### src/rtl/edge_seq_pkg.sv
// Shared types and defaults for the edge sequencer: FSM states, sizing defaults
// and the canonical {level, hold} command layout.
package edge_seq_pkg;

    localparam int DEFAULT_DEPTH = 4;
    localparam int DEFAULT_CNT_W = 8;

    typedef enum logic {
        IDLE = 1'b0,
        HOLD = 1'b1
    } state_e;

    typedef struct packed {
        logic                     level;
        logic [DEFAULT_CNT_W-1:0] hold;
    } cmd_t;

endpackage

### src/rtl/edge_seq_fifo.sv
// Command FIFO for the edge sequencer: power-of-two depth, registered occupancy
// count, synchronous flush.
module edge_seq_fifo #(
    parameter int DEPTH = 4,
    parameter int WIDTH = 9
) (
    input  logic             clk,
    input  logic             rst,
    input  logic             push_i,
    input  logic             pop_i,
    input  logic             flush_i,
    input  logic [WIDTH-1:0] wdata_i,
    output logic [WIDTH-1:0] rdata_o,
    output logic             full_o,
    output logic             empty_o
);

    localparam int AW = $clog2(DEPTH);

    logic [AW-1:0]    wr_ptr_q, wr_ptr_d;
    logic [AW-1:0]    rd_ptr_q, rd_ptr_d;
    logic [AW:0]      count_q, count_d;
    logic [WIDTH-1:0] mem_q [DEPTH];
    logic             push_ok, pop_ok;

    assign full_o  = (count_q == (AW+1)'(DEPTH));
    assign empty_o = (count_q == '0);
    assign push_ok = push_i && !full_o;
    assign pop_ok  = pop_i && !empty_o;
    assign rdata_o = mem_q[rd_ptr_q];

    // NOTE: every variable gets a default at the top of always_comb so no path leaves it unassigned (no latch).
    always_comb begin
        wr_ptr_d = wr_ptr_q;
        rd_ptr_d = rd_ptr_q;
        count_d  = count_q;
        if (flush_i) begin
            wr_ptr_d = '0;
            rd_ptr_d = '0;
            count_d  = '0;
        end else begin
            if (push_ok) wr_ptr_d = wr_ptr_q + AW'(1);
            if (pop_ok)  rd_ptr_d = rd_ptr_q + AW'(1);
            count_d = count_q + (AW+1)'(push_ok) - (AW+1)'(pop_ok);
        end
    end

    // NOTE: sequential state uses non-blocking assignments so all flops update from pre-edge values.
    always_ff @(posedge clk or negedge rst) begin
        if (!rst) begin
            wr_ptr_q <= '0;
            rd_ptr_q <= '0;
            count_q  <= '0;
        end else begin
            wr_ptr_q <= wr_ptr_d;
            rd_ptr_q <= rd_ptr_d;
            count_q  <= count_d;
        end
    end

    // NOTE: storage is not reset; the count alone decides which entries are valid.
    always_ff @(posedge clk) begin
        if (push_ok && !flush_i) mem_q[wr_ptr_q] <= wdata_i;
    end

endmodule

### src/rtl/edge_sequencer.sv
// Plays queued {level, hold} commands onto a_o back to back, with registered
// edge pulses, a busy flag and a done pulse when the queue runs dry.
module edge_sequencer
    import edge_seq_pkg::*;
#(
    parameter int DEPTH = DEFAULT_DEPTH,
    parameter int CNT_W = DEFAULT_CNT_W
) (
    input  logic             clk,
    input  logic             rst,
    input  logic             cmd_valid_i,
    output logic             cmd_ready_o,
    input  logic             cmd_level_i,
    input  logic [CNT_W-1:0] cmd_hold_i,
    input  logic             abort_i,
    output logic             a_o,
    output logic             rising_o,
    output logic             falling_o,
    output logic             busy_o,
    output logic             done_o
);

    state_e           state_q, state_d;
    logic [CNT_W-1:0] cnt_q, cnt_d;
    logic             a_q, a_d;
    logic             rise_q, rise_d;
    logic             fall_q, fall_d;
    logic             done_q, done_d;

    logic             fifo_push, fifo_pop, fifo_full, fifo_empty;
    logic [CNT_W:0]   fifo_rdata;
    logic             head_level;
    logic [CNT_W-1:0] head_hold;

    assign cmd_ready_o = !fifo_full;
    assign fifo_push   = cmd_valid_i && cmd_ready_o && !abort_i;
    assign head_level  = fifo_rdata[CNT_W];
    assign head_hold   = fifo_rdata[CNT_W-1:0];

    edge_seq_fifo #(
        .DEPTH (DEPTH),
        .WIDTH (CNT_W + 1)
    ) u_fifo (
        .clk     (clk),
        .rst     (rst),
        .push_i  (fifo_push),
        .pop_i   (fifo_pop),
        .flush_i (abort_i),
        .wdata_i ({cmd_level_i, cmd_hold_i}),
        .rdata_o (fifo_rdata),
        .full_o  (fifo_full),
        .empty_o (fifo_empty)
    );

    // cnt_q holds the cycles remaining after the current one; zero means expire at the next edge.
    always_comb begin
        state_d  = state_q;
        cnt_d    = cnt_q;
        a_d      = a_q;
        done_d   = 1'b0;
        fifo_pop = 1'b0;
        if (abort_i) begin
            state_d = IDLE;
        end else begin
            case (state_q)
                IDLE: begin
                    if (!fifo_empty) begin
                        fifo_pop = 1'b1;
                        state_d  = HOLD;
                    end
                end
                HOLD: begin
                    if (cnt_q != '0) begin
                        cnt_d = cnt_q - CNT_W'(1);
                    end else if (!fifo_empty) begin
                        fifo_pop = 1'b1;
                    end else begin
                        state_d = IDLE;
                        done_d  = 1'b1;
                    end
                end
            endcase
        end
        if (fifo_pop) begin
            a_d   = head_level;
            cnt_d = (head_hold == '0) ? '0 : head_hold - CNT_W'(1);
        end
        rise_d = a_d && !a_q;
        fall_d = !a_d && a_q;
    end

    always_ff @(posedge clk or negedge rst) begin
        if (!rst) begin
            state_q <= IDLE;
            cnt_q   <= '0;
            a_q     <= 1'b0;
            rise_q  <= 1'b0;
            fall_q  <= 1'b0;
            done_q  <= 1'b0;
        end else begin
            state_q <= state_d;
            cnt_q   <= cnt_d;
            a_q     <= a_d;
            rise_q  <= rise_d;
            fall_q  <= fall_d;
            done_q  <= done_d;
        end
    end

    assign a_o       = a_q;
    assign rising_o  = rise_q;
    assign falling_o = fall_q;
    assign busy_o    = (state_q == HOLD);
    assign done_o    = done_q;

endmodule

### config.mk
export PLATFORM = sky130hd
export DESIGN_NAME = edge_sequencer
export DESIGN_NICKNAME = d
export VERILOG_FILES = /design/src/rtl/edge_seq_pkg.sv /design/src/rtl/edge_seq_fifo.sv /design/src/rtl/edge_sequencer.sv
export SDC_FILE = /design/constraint.sdc
export NUM_CORES = 1
export LEC_CHECK = 0
export ABC_AREA = 1
export BUFFER_PORTS_ARGS = -buffer_cell sky130_fd_sc_hd__buf_4
export CAP_MARGIN = 20
export CORE_AREA = 8 8 116 118
export DETAILED_ROUTE_END_ITERATION = 12
export DIE_AREA = 0 0 124 126
export GPL_ROUTABILITY_DRIVEN = 0
export GPL_TIMING_DRIVEN = 0
export PLACE_DENSITY_LB_ADDON = 0.25
export SKIP_LAST_GASP = 1
export SLEW_MARGIN = 40
export SYNTH_ARGS = -nofsm -noshare
export SYNTH_HDL_FRONTEND = slang
export SYNTH_SLANG_ARGS = --single-unit
### constraint.sdc
create_clock -name clk -period 3 [get_ports clk]
set_clock_uncertainty 0.05 [all_clocks]
set_input_delay 0.3 -clock clk [delete_from_list [all_inputs] [get_ports clk]]
set_output_delay 0.3 -clock clk [all_outputs]
set_load 0.005 [all_outputs]
==> out/qor.csv <==
metric,value,unit
ys_warn_count,0,
synth_ff_type,edfxtp_1,
die_height,126,um
area_growth_syn_to_layout,18.1,%
rows,40,
worstPathCellList,"inv_1, ha_1, nand2_1, o21ai_4, nand3_4, inv_1, ha_1, inv_1, ha_1, inv_1, fa_1, xor2_1, nor2_1",
worst_path_max_delay_cell,dfrtp_1,
netlist_area,2830,sq um
htreeDepth,2,
insertedDiodeCount,0,
path_buf_inv,4,
core_region_area,11700,sq um
die_area,15600,sq um
detail-route-antenna-nets,0,
grt_pass1_wl,9.28,mm
ys_ff_latch,56,
hold_path_class,in -> reg,
synthCells,271,
relSlewSlack,60.8,%
r2r_slack,0.55,ns
ios,19,
hold_ws,0.155,ns
post-route-util,28.5,%
arrival,2.59,ns
drv_cap,0,
overflow,0,
grt_setup_unrepaired,no,
worstSetupStartpointType,flop,
root_buffer,clkbuf_16,
finalWirelength,5.49,mm
setup_viol,0,
vias,1818,
drive_above_1_share,23.2,%
crit_path_end_kind,flop,
synth_edf_count,36,
powerDensity,882,nW/um^2
cts_setup_buffers,0,
cts_tree,done,
avgSynthCellArea,10.4,sq um
vias_per_cell,4.09,
cp_top_family,adder cells,
finalNetCount,321,
io_buffer_count,18,
synth_common_cells,"51 x nand2_1, 36 x edfxtp_1, 28 x nor2_1, 25 x inv_1, 20 x dfrtp_1",
first_global_vias,1873,
synthArstFlopShare,35.7,%
drt-initial-drc-count,66,
clk_path_buf_depth,2,
drc,0,
synth_top_area_share,38.2,%
cpMostUsedCell,inv_1,
crit_fanout,5,
synthDistinctLibCells,29,
fmax,408,MHz
worst_slew_pin_slew,0.587,ns
post-route-min-period,2.45,ns
max_stage_delay,0.38,ns
grt_max_degree,21,
dieWidth,124,um
vdd_drop_max,0.243,mV
fin_ws,0.549,ns
timing.final.crit_share,81.7,%
dr.pass1.iters,6,
required,3.14,ns
dp_hpwl,3.96,mm
ys_top_cells_by_area,"edfxtp_1 38%, dfrtp_1 18%, nand2_1 6.8%",
cts_sinks,56,
finalPower,2.94,mW
track_usage,7.62,%
numCtsBuffers,5,
preCtsSetupSlack,0.537,ns
synth_top_cell_by_area,edfxtp_1,
antenna_found_initial,0,
synth_nets,295,
wl_per_cell,12.3,um
total_leakage_power,1.34,nW
clk_latency,0.29,ns
final.setup.tns,0,ns
crit_type,reg -> reg,
initial_core_util,24.1,%
outcome,"finished, final reports clean",
hold_viol,0,
drv_slew,0,
clk_pin_slew,0.07,ns
fillers,1234,
ys_seq_area_share,55.9,%
yosys.cell_count.top_type,nand2_1,
path summary, 6_finish.rpt:
check	startpoint	endpoint	cells past startpoint
min	cmd_hold_i[4]	u_fifo.mem_q[3][4]$_DFFE_PP_	1
min reg2reg	a_o$_DFF_PN0_	rising_o$_DFF_PN0_	1
max reg2reg	cnt_q[0]$_DFFE_PN0P_	u_fifo.count_q[2]$_DFF_PN0_	13
max in group asynchronous	rst	cnt_q[5]$_DFFE_PN0P_	2
min in group asynchronous	rst	cnt_q[3]$_DFFE_PN0P_	2
max	cnt_q[0]$_DFFE_PN0P_	u_fifo.count_q[2]$_DFF_PN0_	13
sequential cells by signal (all words and copies together), names as in the netlist:
register         flops
cnt_q                8
u_fifo.rd_ptr_q      2
falling_o            1
u_fifo.wr_ptr_q      2
u_fifo.count_q       3
rising_o             1
busy_o               1
done_o               1
u_fifo.mem_q        36
a_o                  1
power breakdown:
part	switching (mW)	leakage [nW]	internal, mW
clock	0.270	0.0804	0.397
combinational	0.754	0.689	0.464
sequential	0.0980	0.571	0.960
layer usage:
| layer | part of all wire (%) | track usage (%) |
|---|---|---|
| met5 | 0 | 0 |
| met4 | 1.5 | 2.66 |
| met3 | 3.2 | 2.10 |
| met2 | 49 | 12.9 |
| met1 | 46 | 8.99 |
layout make-up:
cell class,count,area [sq um],area share [%]
Buffer,6,67.6,2.02
Clock buffer,5,125,3.75
Clock inverter,3,46.3,1.39
Inverter,28,108,3.22
Multi-Input combinational cell,181,1080,32.4
Sequential cell,56,1580,47.4
Tap cell,147,184,5.51
Timing Repair Buffer,19,145,4.35
per-stage QoR:
stage / cell area, sq um / cells
floorplan: 2830 / 271
global placement: 3150 / 436
detailed placement: 3160 / 436
CTS: 3340 / 445
global route: 3340 / 445
finish: 3340 / 445
kinds of logic (layout without fill, tap and decap cells):
| kind of cell | Yosys count | count (layout) | synth area share (%) |
|---|---|---|---|
| compound gates | 31 | 31 | 6.95 |
| simple gates | 129 | 129 | 22.7 |
| xor+xnor | 10 | 10 | 3.10 |
| flops | 56 | 56 | 55.9 |
| buf+inv | 34 | 61 | 6.19 |
| fa+ha+maj | 11 | 11 | 5.13 |
worst reg2reg max path, delay by kind of cell (launching register included):
kind                     cells  cell delay, ns
AO/OA/AOI/OAI                1            0.27
XOR/XNOR                     1            0.16
adder cells (fa/ha/maj)      4            0.88
buffers and inverters        4            0.33
flip-flops                   1            0.38
AND/OR/NAND/NOR              3            0.28
repair_timing:
item | in CTS | in global routing
endpoints found under the hold margin | 20 | 0
hold buffers | 1 | 0
gates resized for setup | 0 | 0
placed cells by master, fill, tap and decap left out, types with 7 or more instances in the layout:
cell type  count
o21ai_0        7
nand2_2       13
edfxtp_1      36
ha_1          10
inv_1         25
buf_4         18
nand3_1       18
a21oi_1       17
xor2_1         7
nand2_1       51
nand3_2        8
nor2_1        24
dfrtp_1       20
(Power assumes the default switching activity.)
